**config.mk**
```make
export PLATFORM = sky130hd
export DESIGN_NAME = grant_req_scheduler
export DESIGN_NICKNAME = d
export VERILOG_FILES = /design/src/rtl/grant_sched_pkg.sv /design/src/rtl/rr_pick.sv /design/src/rtl/grant_req_scheduler.sv
export SDC_FILE = /design/constraint.sdc
export NUM_CORES = 1
export LEC_CHECK = 0
export CORE_ASPECT_RATIO = 0.7
export CORE_MARGIN = 2
export CORE_UTILIZATION = 25
export DETAILED_ROUTE_END_ITERATION = 16
export HOLD_SLACK_MARGIN = 0.03
export PLACE_DENSITY = 0.45
export SETUP_SLACK_MARGIN = 0.5
export SLEW_MARGIN = 20
export SYNTH_ARGS = -nofsm -noshare
export SYNTH_HDL_FRONTEND = slang
export SYNTH_SLANG_ARGS = --single-unit
```
**constraint.sdc**
```tcl
create_clock -name clk -period 1.8 [get_ports clk]
set_clock_uncertainty 0.15 [all_clocks]
set_input_delay 0.36 -clock clk [delete_from_list [all_inputs] [get_ports clk]]
set_output_delay 0.36 -clock clk [all_outputs]
set_load 0.01 [all_outputs]
```
**src/rtl/grant_sched_pkg.sv**
```systemverilog
// Shared types and constants for the grant request scheduler and its downstream grant FSM.
package grant_sched_pkg;

    typedef enum logic [1:0] {
        S_IDLE  = 2'd0,
        S_ISSUE = 2'd1,
        S_WAIT  = 2'd2,
        S_DONE  = 2'd3
    } sched_state_e;

    localparam int unsigned DEF_NUM_REQ        = 4;
    localparam int unsigned DEF_TIMEOUT_CYCLES = 8;

    // Encodings of the downstream 4-state request/grant FSM.
    typedef enum logic [1:0] {
        DS_IDLE    = 2'b00,
        DS_REQ     = 2'b01,
        DS_BUSY    = 2'b10,
        DS_GRANTED = 2'b11
    } ds_state_e;

    function automatic int unsigned rr_next(input int unsigned id, input int unsigned n);
        return (id + 1 >= n) ? 0 : id + 1;
    endfunction

endpackage

```
**src/rtl/rr_pick.sv**
```systemverilog
// Combinational round-robin picker: first pending index at or after rr_ptr, wrapping to 0.
module rr_pick #(
    parameter int unsigned NUM_REQ = 4,
    parameter int unsigned ID_W    = 2
) (
    input  logic [NUM_REQ-1:0] pending,
    input  logic [ID_W-1:0]    rr_ptr,
    output logic               valid,
    output logic [ID_W-1:0]    winner
);

    logic [ID_W-1:0] idx;

    // Scan from the farthest offset down so the nearest pending index is assigned last.
    always_comb begin
        valid  = |pending;
        winner = '0;
        idx    = '0;
        for (int k = NUM_REQ - 1; k >= 0; k--) begin
            idx = ID_W'((32'(rr_ptr) + 32'(k)) % NUM_REQ);
            if (pending[idx]) begin
                winner = idx;
            end
        end
    end

endmodule

```
**src/rtl/grant_req_scheduler.sv**
```systemverilog
// Round-robin front-end issuing one request at a time to the downstream grant FSM.
// Optional grant timeout is enabled by defining GRANT_TIMEOUT_EN.
module grant_req_scheduler
    import grant_sched_pkg::*;
#(
    parameter int unsigned  NUM_REQ        = DEF_NUM_REQ,
    parameter int unsigned  TIMEOUT_CYCLES = DEF_TIMEOUT_CYCLES,
    localparam int unsigned ID_W           = (NUM_REQ > 1) ? $clog2(NUM_REQ) : 1
) (
    input  logic               clk,
    input  logic               reset_n,
    input  logic [NUM_REQ-1:0] req_i,
    output logic [NUM_REQ-1:0] ack_o,
    output logic               ds_request,
    input  logic               ds_idle,
    input  logic               ds_granted,
    output logic               busy,
    output logic [ID_W-1:0]    cur_id,
    output logic [NUM_REQ-1:0] pending_o,
    output logic               timeout_err
);

    if (TIMEOUT_CYCLES < 1) begin : g_bad_timeout
        $error("TIMEOUT_CYCLES must be at least 1");
    end

    sched_state_e       state;
    logic [NUM_REQ-1:0] pending;
    logic [NUM_REQ-1:0] clr;
    logic [NUM_REQ-1:0] cur_onehot;
    logic [ID_W-1:0]    rr_ptr;
    logic [ID_W-1:0]    pick_id;
    logic               pick_valid;
    logic               grant_hit;
    logic               expire;

    rr_pick #(
        .NUM_REQ (NUM_REQ),
        .ID_W    (ID_W)
    ) u_rr_pick (
        .pending (pending),
        .rr_ptr  (rr_ptr),
        .valid   (pick_valid),
        .winner  (pick_id)
    );

    always_comb begin
        cur_onehot         = '0;
        cur_onehot[cur_id] = 1'b1;
    end

    assign grant_hit = (state == S_WAIT) && ds_granted;
    assign clr       = grant_hit ? cur_onehot : '0;

`ifdef GRANT_TIMEOUT_EN
    localparam int unsigned CNT_W = $clog2(TIMEOUT_CYCLES + 1);

    logic [CNT_W-1:0] wait_cnt;

    // Expires on the last allowed S_WAIT cycle; a same-cycle grant takes precedence.
    assign expire = (state == S_WAIT) && !ds_granted && (wait_cnt == CNT_W'(1));

    always_ff @(posedge clk) begin
        if (!reset_n) begin
            wait_cnt    <= '0;
            timeout_err <= 1'b0;
        end else begin
            if (state == S_ISSUE) begin
                wait_cnt <= CNT_W'(TIMEOUT_CYCLES);
            end else if ((state == S_WAIT) && (wait_cnt != '0)) begin
                wait_cnt <= wait_cnt - CNT_W'(1);
            end
            if (expire) begin
                timeout_err <= 1'b1;
            end
        end
    end
`else
    assign expire      = 1'b0;
    assign timeout_err = 1'b0;
`endif

    always_ff @(posedge clk) begin
        if (!reset_n) begin
            state   <= S_IDLE;
            pending <= '0;
            rr_ptr  <= '0;
            cur_id  <= '0;
            ack_o   <= '0;
        end else begin
            // A new pulse on the client being cleared keeps it pending.
            pending <= (pending & ~clr) | req_i;
            ack_o   <= clr;
            case (state)
                S_IDLE: begin
                    if (pick_valid && ds_idle) begin
                        cur_id <= pick_id;
                        state  <= S_ISSUE;
                    end
                end
                S_ISSUE: begin
                    state <= S_WAIT;
                end
                S_WAIT: begin
                    if (ds_granted) begin
                        rr_ptr <= ID_W'(rr_next(32'(cur_id), NUM_REQ));
                        state  <= S_DONE;
                    end else if (expire) begin
                        state <= S_IDLE;
                    end
                end
                S_DONE: begin
                    if (ds_idle) begin
                        state <= S_IDLE;
                    end
                end
                default: begin
                    state <= S_IDLE;
                end
            endcase
        end
    end

    assign ds_request = (state == S_ISSUE);
    assign busy       = (state != S_IDLE);
    assign pending_o  = pending;

endmodule

```
## After elaboration in Yosys (flattened, before gate mapping)

Index checks and enable logic that the tools add are counted.

- Add/subtract/negate cells: 4
- Multipliers: 0
- Divide/modulo/power cells: 0
- Magnitude comparators: 7
- Eq/ne operators: 6
- Shift-type cells: 0
- Multiplexer cells: 20
- Bitwise gates (word level): 3
- Reduce and logical (&&, ||, !) cells: 9

Operators with widths:

| kind | number |
|---|---|
| 2-to-1 mux 2 bit | 8 |
| < comparator 2 x 3 -> 1 bit, second input constant | 5 |
| binary-select mux 1 bit (select 2 bit) | 4 |
| one-hot mux 2 bit (4 select lines) | 1 |
| inequality test 2 bit, second input constant | 3 |
| 2-to-1 mux 1 bit | 5 |
| adder 2 bit, second input constant | 2 |
| bitwise AND 4 bit | 1 |
| equality test 2 bit, second input constant | 2 |
| 2-to-1 mux 4 bit | 1 |
| NOT 4 bit | 1 |
| bitwise OR 4 bit | 1 |
| AND reduction 2 bit | 2 |
| OR reduction 4 bit | 1 |
| adder 2 x 1 -> 3 bit, second input constant | 1 |
| >= comparator 3 bit, second input constant | 1 |
| logical AND 1 bit | 3 |
| AND reduction 3 bit | 1 |
| adder 2 x 1 -> 2 bit, second input constant | 1 |
| demux 1 bit (select 2 bit) | 1 |
| equality test 2 x 1 -> 1 bit, second input constant | 1 |
| >= comparator 2 x 1 -> 1 bit, second input constant | 1 |
| zero test 2 bit | 1 |
| nonzero test 2 bit | 1 |

- Bits in registers: 14
- Latch bits: 0
- Bits in writable memories: 0
- Bits in read-only memories: 0
- Bits of input ports: 8
- Output and inout port bits: 13
- Logic and storage cells: 54
- Memories: 0

## Logic depth before layout (Yosys ltp)

Gate-level depths: netlist of run 1.

- Depth in word-level cells: 8
- Depth in mapped cells: 7
- Gate-level depth less buffers: 6

## Cells and area by module

A second synthesis of run 1 with hierarchy kept.

- Cells, all modules: 87
- Area total of the unflattened synthesis: 754.5 um^2

Modules (own cells, without submodules):

| module | times used | cells an instance | area an instance (um^2) | seq. area each (um^2) |
|---|---|---|---|---|
| grant_req_scheduler | 1 | 74 | 676.9 | 280.3 |
| rr_pick | 1 | 13 | 77.6 | 0.0 |

## Least setup slack after synthesis of run 1

Ideal clock, no wire load.

- Path type: register -> register
- Start: register pending[1] (netlist: pending_o[1])
- End: register cur_id[0]
- Library setup time: 0.123 ns
- Data arrival time: 1.264 ns
- Required time: 1.527 ns
- Setup slack: 0.263 ns
- Cell stages (with the launch flop): 5
- Path buffers: 0
- Clock period less this slack: 1.537 ns
- Cell sequence: dfxtp_1 > or4_4 > and3_4 > o211ai_1 > o32ai_1

- Word-level cells in the longest chain between the ends: 6
- Elaborated cells between the ends (all ways): 15
- Classes of those cells: mux (12); reduce/logical (3)

Ends and longest elaborated chain:

| element | RTL line | RTL |
|---|---|---|
| start, declared | grant_req_scheduler.sv:28 | `logic [NUM_REQ-1:0] pending;` |
| start signal, assigned | grant_req_scheduler.sv:92 | `pending <= (pending & ~clr) \| req_i;` |
| binary-select mux 1 bit (select 2 bit) | rr_pick.sv:21 | `if (pending[idx]) begin` |
| 2-to-1 mux 1 bit (not written as such) | rr_pick.sv:21 |  |
| 2-to-1 mux 2 bit (4 in series) | rr_pick.sv:21 |  |
| end signal, assigned | grant_req_scheduler.sv:97 | `cur_id <= pick_id;` |
| end, declared | grant_req_scheduler.sv:18 | `output logic [ID_W-1:0] cur_id,` |

Parallel ways exist; a longest one is shown, timed or not. The select of a mux whose other input is x is not followed.
A chain may end at the register's enable or synchronous reset.

## Final worst setup path of run 1

- Start: register pending[2] (netlist: pending_o[2])
- End: register cur_id[0]

Same word-level chain as after synthesis.

==> impl_metrics.csv, run 1 <==
group,metric,value,unit
detailed_routing,routedWlPerCell,11.42,um
worst_setup_path,crit_type,"register to register",
yosys,synth_nets,99,
grt,grt_pass1_wl,2.835,mm
sta,hold_violations,0,
floorplanning,num_rows,16,
worst_setup_path,critPathArrivalTime,1480,ps
placement,place_congestion,0.7116,
sta,layout_worst_path_cycle_share,83.96,%
yosys,synth.avg_cell_area,8.593,um2
placement,dpl_cell_area,955.9,um2
detailed_routing,viasPerCell,4.392,
placement,dp_hpwl,1.282,mm
grt,grt_usage,11.49,%
floorplanning,ioPinCount,21,
power,ir_drop,0.3361,mV
power,leakage,0.4513,nW
yosys,yosys-top-cells-area,"dfxtp_1 (39%), ha_1 (14%), a21oi_1 (6.3%)",
grt,grt_pass1_vias,597,
clock_tree,root_buffer,"clkbuf_8",
floorplanning,die_w,67.84,um
layout,fin_cells,148,
layout,multiInputGateArea,391.6,um2
detailed_routing,ant_nets,0,
layout,diodes,0,
yosys,yosysTopAreaCellShare,39.30,%
clock_tree,cts.sinks,14,
floorplanning,dieArea,3303,um2
sta,timing.final.crit_period,1511,ps
power,p_switching,0.0003549,W
power,p_int,0.0007245,W
power,p_per_area,1032,nW/um2
detailed_routing,drcViolationCount,0,
sta,hold_ws,355.8,ps
yosys,synth_common_cells,"dfxtp_1 (14), a21oi_1 (9), ha_1 (8), inv_1 (8), nand2_1 (8)",
yosys,yosysSeqAreaShare,39.30,%
power,power,0.001079,W
power,sequentialPowerShare,36.2,%
worst_setup_path,required,1770,ps
grt,grt_overflow,0,
detailed_routing,drtIter0Drc,41,
yosys,synth-seq-cells,14,
clock_tree,clock_latency,240,ps
yosys,synth_warnings,0,
layout,drive_gt1_share,38.39,%
layout,fin_nets,130,
floorplanning,die_h,48.69,um
layout,final_area,1046,um2
flow_run,drv_cap,0,
sta,max_freq,661.7,MHz
clock_tree,h-tree-depth,1,
clock_tree,cts_buffer_depth,2,
layout,ff_latch_area,301.5,um2
power,pwr-share-comb,41.1,%
sta,drv_slew,0,
worst_setup_path,crit_path_end_kind,"register",
clock_tree,ctsHoldBuffers,0,
yosys,synth_edf_count,0,
clock_tree,path_clk_slew,50,ps
grt,grt_max_degree,12,
sta,finalSetupTns,0,ps
sta,rsz0062_at_grt,"true",
yosys,syn_inst,83,
min_path,hp-class,"register to register",
worst_setup_path,startpoint_type,"register",
power,switching_share,32.88,%
detailed_routing,vias,650,
clock_tree,cts_buffers,3,
yosys,synth_top_flop_cell,"dfxtp_1",
floorplanning,core_area,2763,um2
yosys,synth_most_common_cell,"dfxtp_1",
power,pwr-share-clk,22.7,%
yosys,syn-cell-area,713.2,um2
detailed_routing,routed_wl,1.690,mm
outcome,status,"completed",
placement,dp_cells,137,
grt,antenna_found_initial,0,
yosys,synthArstFlopShare,0,%
layout,syn2layout_area_growth,46.67,%
clock_tree,cts_tree,"yes",
detailed_routing,dr.pass1.iters,4,
layout,n_fill_cell,308,
sta,setup_viol,0,
yosys,synth_cell_types,25,
worst_setup_path,critPathMaxFanout,4,
floorplanning,start_util,25.82,%
placement,io_buffers,19,
yosys,yosys.area.top_type,"dfxtp_1",
-- stage by stage --
step	utilization, %	setup WS, ps
after detailed placement	34.60	66.35
after global routing	37.86	247.5
final	37.86	288.7
after floorplan	-	303.5
after CTS	38.13	280.8
after global placement	34.60	103.8
-- cells in the final DEF, fill, tap and decap left out, drive strengths merged, types with 3 or more instances in the layout --
cell,n
buf,19
dfxtp,14
a21oi,10
nand2,9
inv,8
ha,8
nor2,7
clkbuf,7
nand3,5
clkdlybuf4s50,5
and4,3
-- power by group through the flow --
stage	clock (W)	combinational (W)	sequential, W
global route	0.000279	0.000497	0.000395
finish	0.000245	0.000444	0.000390
detailed placement	0	0.000413	0.000400
CTS	0.000257	0.000428	0.000389
global placement	0	0.000403	0.000400
floorplan	0	0.000240	0.000405
-- worst paths after layout --
path                                               from                      to  slack (ps)  cells after the start
worst min-delay path             cur_id[1]$_SDFFE_PN0P_  cur_id[1]$_SDFFE_PN0P_         360                      2
worst min register to register   cur_id[1]$_SDFFE_PN0P_  cur_id[1]$_SDFFE_PN0P_         360                      2
worst max register to register  pending_o[2]$_SDFF_PN0_  cur_id[0]$_SDFFE_PN0P_         290                      4
worst max-delay path            pending_o[2]$_SDFF_PN0_  cur_id[0]$_SDFFE_PN0P_         290                      4
-- cell families (layout without fill, tap and decap cells) --
group                      count (synthesis)  in the layout  share of synthesized area (%)
and+or+nand+nor                           29             29                          21.58
AOI/OAI and AO/OA                         17             17                          14.91
DFF                                       14             14                          39.30
buffers and inverters                     12             41                          6.843
adders and majority gates                  8              8                          14.04
muxes                                      2              2                          2.807
other                                      1              1                         0.5258
-- critical path: stages (launching register included) --
cell      delay (ps)
dfxtp_4          340
or4_4            540
and3_4           180
o211ai_1          90
o32ai_1           90
-- layout make-up --
type	count	share of cell area, %
clock buffers	3	3.947
flip-flops and latches	14	28.83
repair buffers	30	22.61
inverters	8	2.871
well taps	36	4.306
multi-input cells	57	37.44
-- layer usage --
| layer | track usage (%) | share of wire [%] | wire length [um] | vias up |
|---|---|---|---|---|
| met2 | 15.69 | 42 | 709 | 24 |
| met1 | 17.31 | 52 | 876 | 285 |
| met5 | 0 | 0 | 0 | - |
| met4 | 2.000 | 1.0 | 17 | 0 |
| met3 | 4.186 | 5.2 | 88 | 2 |
| li1 | - | - | - | 339 |
-- flip-flops by register name, indices dropped and copies added, names as in the netlist --
signal / flops
state: 2
ack_o: 4
cur_id: 2
pending_o: 4
rr_ptr: 2
-- repair_timing --
item                       CTS  global route
pin swaps                    6             1
setup buffers                8             0
setup endpoints to repair   22            18
gates resized for setup     58             8
hold endpoints to repair     0             0
Note: power is estimated with default switching activity, not from simulation.
==> inputs of run 2 (changes only) <==
Clock period 1.8 ns to 1.56 ns, I/O delays scaled along.
==> run 2 against run 1 <==
Net effect:
- the run now ends with setup timing left
- maximum frequency fell by 3.2%
- core utilization grew 12 points
- largest power group unchanged
- non-clock buffer count rose by 12
- critical path type unchanged
- highest routed layer unchanged
- wire length increased by 17%
- critical path depth rose by 1
- register-to-register slack worse by 290 ps
- power grew 59%
- first-iteration DRC count fell by 80%
- worst setup slack worse by 290 ps
==> impl_metrics.csv, run 2 (synthesized netlist as in run 1, its figures left out) <==
group,metric,value,unit
grt,grt_pass1_vias,694,
sta,setup_viol,1,
clock_tree,root_buffer,"clkbuf_8",
min_path,hp-class,"register to register",
layout,fin_nets,142,
floorplanning,ioPinCount,21,
clock_tree,h-tree-depth,1,
worst_setup_path,worstRegToRegCells,5,
layout,final_cell_mix,"buf_6 (16), buf_4 (13), nor2_1 (7)",
grt,antenna_found_initial,0,
layout,fin_util,50.32,%
sta,max_freq,640.4,MHz
flow_run,drv_cap,0,
detailed_routing,drtIter0Drc,8,
detailed_routing,ant_nets,0,
sta,finalSetupTns,-1.589,ps
detailed_routing,viasPerCell,4.447,
power,power,0.001719,W
worst_setup_path,crit_chain,"or4_4 > and3_4 > buf_6 > nand2_2 > o22ai_2",
detailed_routing,routedWlPerCell,12.30,um
floorplanning,dieArea,3303,um2
worst_setup_path,required,1540,ps
floorplanning,die_h,48.69,um
sta,worstMarginPinSlew,586.1,ps
floorplanning,start_util,25.82,%
worst_setup_path,startpoint_type,"register",
layout,drive_gt1_share,61.60,%
placement,dp_hpwl,1.432,mm
placement,pre_cts_ws,-82.52,ps
power,p_per_area,1237,nW/um2
outcome,violations,"setup timing",
clock_tree,clock_latency,240,ps
worst_setup_path,crit_buf_inv,1,
detailed_routing,routed_wl,1.980,mm
clock_tree,cts_tree,"yes",
detailed_routing,drcViolationCount,0,
grt,grt_pass1_wl,3.263,mm
detailed_routing,dr.pass1.iters,4,
worst_setup_path,crit_path_end_kind,"register",
floorplanning,core_area,2763,um2
floorplanning,num_rows,16,
layout,layout_commonest_cell,"buf_6",
clock_tree,ctsHoldBuffers,0,
grt,grt_overflow,0,
power,ir_drop,0.5191,mV
placement,dp_cells,147,
sta,final.setup.worst_slack,-1.589,ps
worst_setup_path,critPathTopFamily,"simple AND/OR/NAND/NOR gates",
sta,timing.final.crit_period,1562,ps
clock_tree,cts_buffers,3,
detailed_routing,vias,716,
sta,layout_worst_path_cycle_share,100.1,%
min_path,hold_depth,2,
layout,diodes,0,
floorplanning,die_w,67.84,um
placement,io_buffers,19,
layout,syn2layout_area_growth,94.91,%
clock_tree,path_clk_slew,60,ps
layout,fin_cells,161,
worst_setup_path,critPathMaxFanout,3,
placement,place_congestion,0.7360,
clock_tree,cts.sinks,14,
sta,rsz0062_at_grt,"true",
worst_setup_path,worst_path_max_delay_cell,"or4_4",
worst_setup_path,critPathArrivalTime,1540,ps
worst_setup_path,crit_type,"register to register",
sta,hold_violations,0,
worst_setup_path,critPathMaxStageDelay,560,ps
worst_setup_path,cp.depth,5,
outcome,status,"finished with violations",
sta,drv_slew,0,
grt,grt_max_degree,10,
grt,grt_usage,13.41,%
power,leakage,0.5636,nW
clock_tree,cts_buffer_depth,2,
sta,max_slew_margin,60.92,%
-- run 2: cell types whose count changed in the layout (fill, tap and decap cells not counted), moves of 4 or more --
| cell | delta |
|---|---|
| buf_4 | +4 |
| a21oi_1 | -5 |
| nand3_1 | -5 |
| buf_6 | +11 |
| a21oi_2 | +5 |
| clkbuf_2 | -4 |
| nand3_4 | +4 |
-- run 2: worst reg2reg max path, cell delays in order, from the launching register on --
cell	delay, ps
dfxtp_2	330
or4_4	560
and3_4	180
buf_6	120
nand2_2	50
o22ai_2	60
-- run 2: area by class of cell --
cell class | instances | area [um2]
sequential | 14 | 301.5
inverter | 8 | 37.54
fill | 254 | 1373
clock buffer | 4 | 55.05
multi-input combinational | 57 | 533.0
timing repair buffer | 42 | 417.9
tap | 36 | 45.04
-- run 2: path summary, 6_finish.rpt --
| kind | slack [ps] | to | startpoint |
|---|---|---|---|
| worst min-delay path | 390 | rr_ptr[0]$_SDFFE_PN0P_ | rr_ptr[0]$_SDFFE_PN0P_ |
| worst max register to register | -2 | cur_id[1]$_SDFFE_PN0P_ | pending_o[3]$_SDFF_PN0_ |
| worst max-delay path | -2 | cur_id[1]$_SDFFE_PN0P_ | pending_o[3]$_SDFF_PN0_ |
| worst min register to register | 390 | rr_ptr[0]$_SDFFE_PN0P_ | rr_ptr[0]$_SDFFE_PN0P_ |
-- run 2: metal layers --
layer / routed length, um / global-route usage (%)
met1: 1054 / 19.80
met2: 836 / 17.81
met3: 76 / 5.116
met4: 12 / 4.000
met5: 0 / 0
-- run 2: what timing repair did --
| action | CTS | global route |
|---|---|---|
| cloned | 1 | 0 |
| buffers inserted | 5 | 4 |
| resized for setup | 80 | 18 |
| endpoints found under the setup margin | 26 | 26 |
| pin swaps | 15 | 10 |
| endpoints found under the hold margin | 0 | 0 |
-- run 2: power breakdown --
part           leakage [nW]  switching (W)  total (W)  internal [W]
logic                 0.416       0.000388   0.000884      0.000496
registers             0.119      0.0000576   0.000482      0.000424
clock network        0.0288       0.000129   0.000352      0.000223
-- run 2: stage by stage --
stage / area (um2) / hold slack (ps)
floorplan: 779.5 / 279.3
global placement: 1082 / 356.9
detailed placement: 1082 / 369.6
CTS: 1296 / 392.2
global route: 1390 / 408.4
finish: 1390 / 391.8
==> inputs of run 3 (changes only) <==
Settings changed: TNS_END_PERCENT from default to 10.
==> run 3 against run 2 <==
Net effect:
- the flow now finishes without violations
- maximum frequency is 3.7% higher
- cell area is 17% lower
- register-to-register slack better by 60 ps
- non-clock buffer count is 8 lower
- sequential share of layout area is 3.1 points higher
- wire length is 6.3% lower
- core utilization is 8.6 points lower
- worst setup slack better by 55 ps
- clock-buffer cell count is 1 lower
- critical path type unchanged
- largest cell class unchanged
==> impl_metrics.csv, run 3 (synthesized netlist as in run 1, its figures left out) <==
group,metric,value,unit
worst_setup_path,worstRegToRegCells,4,
sta,hold_violations,0,
floorplanning,num_rows,16,
layout,layout_commonest_cell,"buf_4",
clock_tree,cts.sinks,14,
grt,grt_usage,12.56,%
sta,rsz0062_at_grt,"true",
worst_setup_path,startpoint_type,"register",
layout,fin_nets,134,
clock_tree,cts_tree,"yes",
detailed_routing,ant_nets,0,
detailed_routing,routed_wl,1.856,mm
worst_setup_path,r2r_slack,50,ps
placement,io_buffers,19,
clock_tree,h-tree-depth,1,
clock_tree,root_buffer,"clkbuf_8",
worst_setup_path,crit_path_end_kind,"register",
grt,grt_busiest_layer,"met1",
power,p_per_area,1256,nW/um2
worst_setup_path,critical_path.endpoint,"cur_id[0]$_SDFFE_PN0P_",
layout,drive_gt1_share,30.17,%
layout,fin_cells,152,
worst_setup_path,required,1540,ps
placement,dp_hpwl,1.342,mm
worst_setup_path,worst_path_max_delay_cell,"or4_4",
grt,antenna_found_initial,0,
worst_setup_path,crit_chain,"or4_4 > and3_4 > o211ai_1 > o32ai_1",
power,ir_drop,0.4224,mV
power,power,0.001447,W
grt,grt_pass1_vias,611,
layout,diodes,0,
floorplanning,die_w,67.84,um
placement,dpl_cell_area,1050,um2
worst_setup_path,r2r_end,"cur_id[0]$_SDFFE_PN0P_",
power,leakage,0.5246,nW
grt,grt_pass1_wl,2.967,mm
worst_setup_path,timing.rr.start,"pending_o[1]$_SDFF_PN0_",
layout,final_cell_mix,"buf_4 (11), dfxtp_1 (10), dlygate4sd2_1 (10)",
placement,pre_cts_ws,-117.8,ps
grt,gr-usage-met1,17.82,%
worst_setup_path,crit_type,"register to register",
detailed_routing,routedWlPerCell,12.21,um
worst_setup_path,critPathMaxFanout,4,
sta,timing.final.crit_period,1507,ps
grt,grt_overflow,0,
layout,syn2layout_area_growth,61.58,%
detailed_routing,dr.pass1.iters,4,
clock_tree,cts_buffer_depth,2,
min_path,hp-class,"register to register",
grt,met3_usage,5.814,%
detailed_routing,vias,673,
placement,place_congestion,0.7805,
floorplanning,die_h,48.69,um
clock_tree,cts_buffers,3,
floorplanning,core_area,2763,um2
clock_tree,cts_setup_buffers,0,
sta,max_freq,663.8,MHz
sta,layout_worst_path_cycle_share,96.57,%
detailed_routing,viasPerCell,4.428,
floorplanning,start_util,25.82,%
worst_setup_path,worstSetupStartpoint,"pending_o[1]$_SDFF_PN0_",
grt,use_met2,16.50,%
floorplanning,ioPinCount,21,
sta,drv_slew,0,
detailed_routing,drtIter0Drc,22,
clock_tree,clock_latency,240,ps
layout,n_fill_cell,277,
detailed_routing,drcViolationCount,0,
min_path,hp-start,"rr_ptr[0]$_SDFFE_PN0P_",
sta,finalSetupTns,0,ps
placement,dp_cells,148,
worst_setup_path,critPathArrivalTime,1490,ps
worst_setup_path,critPathMaxStageDelay,550,ps
clock_tree,path_clk_slew,60,ps
layout,final_area,1152,um2
sta,final.setup.worst_slack,53.43,ps
worst_setup_path,crit_buf_inv,0,
outcome,status,"completed",
floorplanning,dieArea,3303,um2
grt,grt_max_degree,11,
worst_setup_path,cp.depth,4,
flow_run,drv_cap,0,
worst_setup_path,critPathTopFamily,"simple AND/OR/NAND/NOR gates",
sta,setup_viol,0,
==> run 3: cell count changes in the layout (fill, tap and decap cells not counted), moves of 3 or more <==
cell and change:
inv_4 -3, dlygate4sd2_1 +10, a21oi_1 +5, buf_6 -13
nand3_1 +5, dfxtp_4 -4, dfxtp_1 +5, nand3_4 -4
a21oi_2 -5
==> run 3: worst min-delay path, cell delays in order (launching register included) <==
cell and delay, ps:
dfxtp_1 320, a21oi_1 120, nor2_1 50
==> run 3: power breakdown <==
group	internal (W)	switching [W]
Clock	0.000171	0.000126
Sequential	0.000412	0.0000336
Combinational	0.000388	0.000317
Total	0.000971	0.000476
==> run 3: worst min path at each step <==
stage / endpoint / cells past startpoint
final: rr_ptr[0]$_SDFFE_PN0P_ / 2
after global routing: rr_ptr[0]$_SDFFE_PN0P_ / 2
after CTS: rr_ptr[0]$_SDFFE_PN0P_ / 2
after detailed placement: rr_ptr[0]$_SDFFE_PN0P_ / 2
after global placement: rr_ptr[0]$_SDFFE_PN0P_ / 2
after floorplan: pending_o[0]$_SDFF_PN0_ / 2
==> run 3: timing repair <==
action | in CTS | in global routing
endpoints found under the setup margin | 26 | 26
hold buffers | 0 | 0
pin swaps | 4 | 3
gates resized for setup | 25 | 10
gates cloned | 0 | 1
==> run 3: layout make-up <==
class / instances / area (um2) / share of cell area [%]
Timing Repair Buffer: 34 / 326.6 / 28.34
Inverter: 8 / 30.03 / 2.606
Multi-Input combinational cell: 57 / 424.2 / 36.81
Clock buffer: 3 / 41.29 / 3.583
Sequential cell: 14 / 285.3 / 24.76
Tap cell: 36 / 45.04 / 3.909
==> run 3: metrics by stage <==
stage,hold WS [ps],utilization [%]
detailed placement,367.3,38.00
finish,387.3,41.71
global placement,369.4,38.00
CTS,381.8,39.58
global route,416.9,41.71
floorplan,279.3,-
==> run 3: routing by layer <==
metal | wire [um] | vias to the layer above
met4 | 14 | 0
met2 | 820 | 20
li1 | - | 349
met5 | 0 | -
met3 | 144 | 2
met1 | 876 | 302
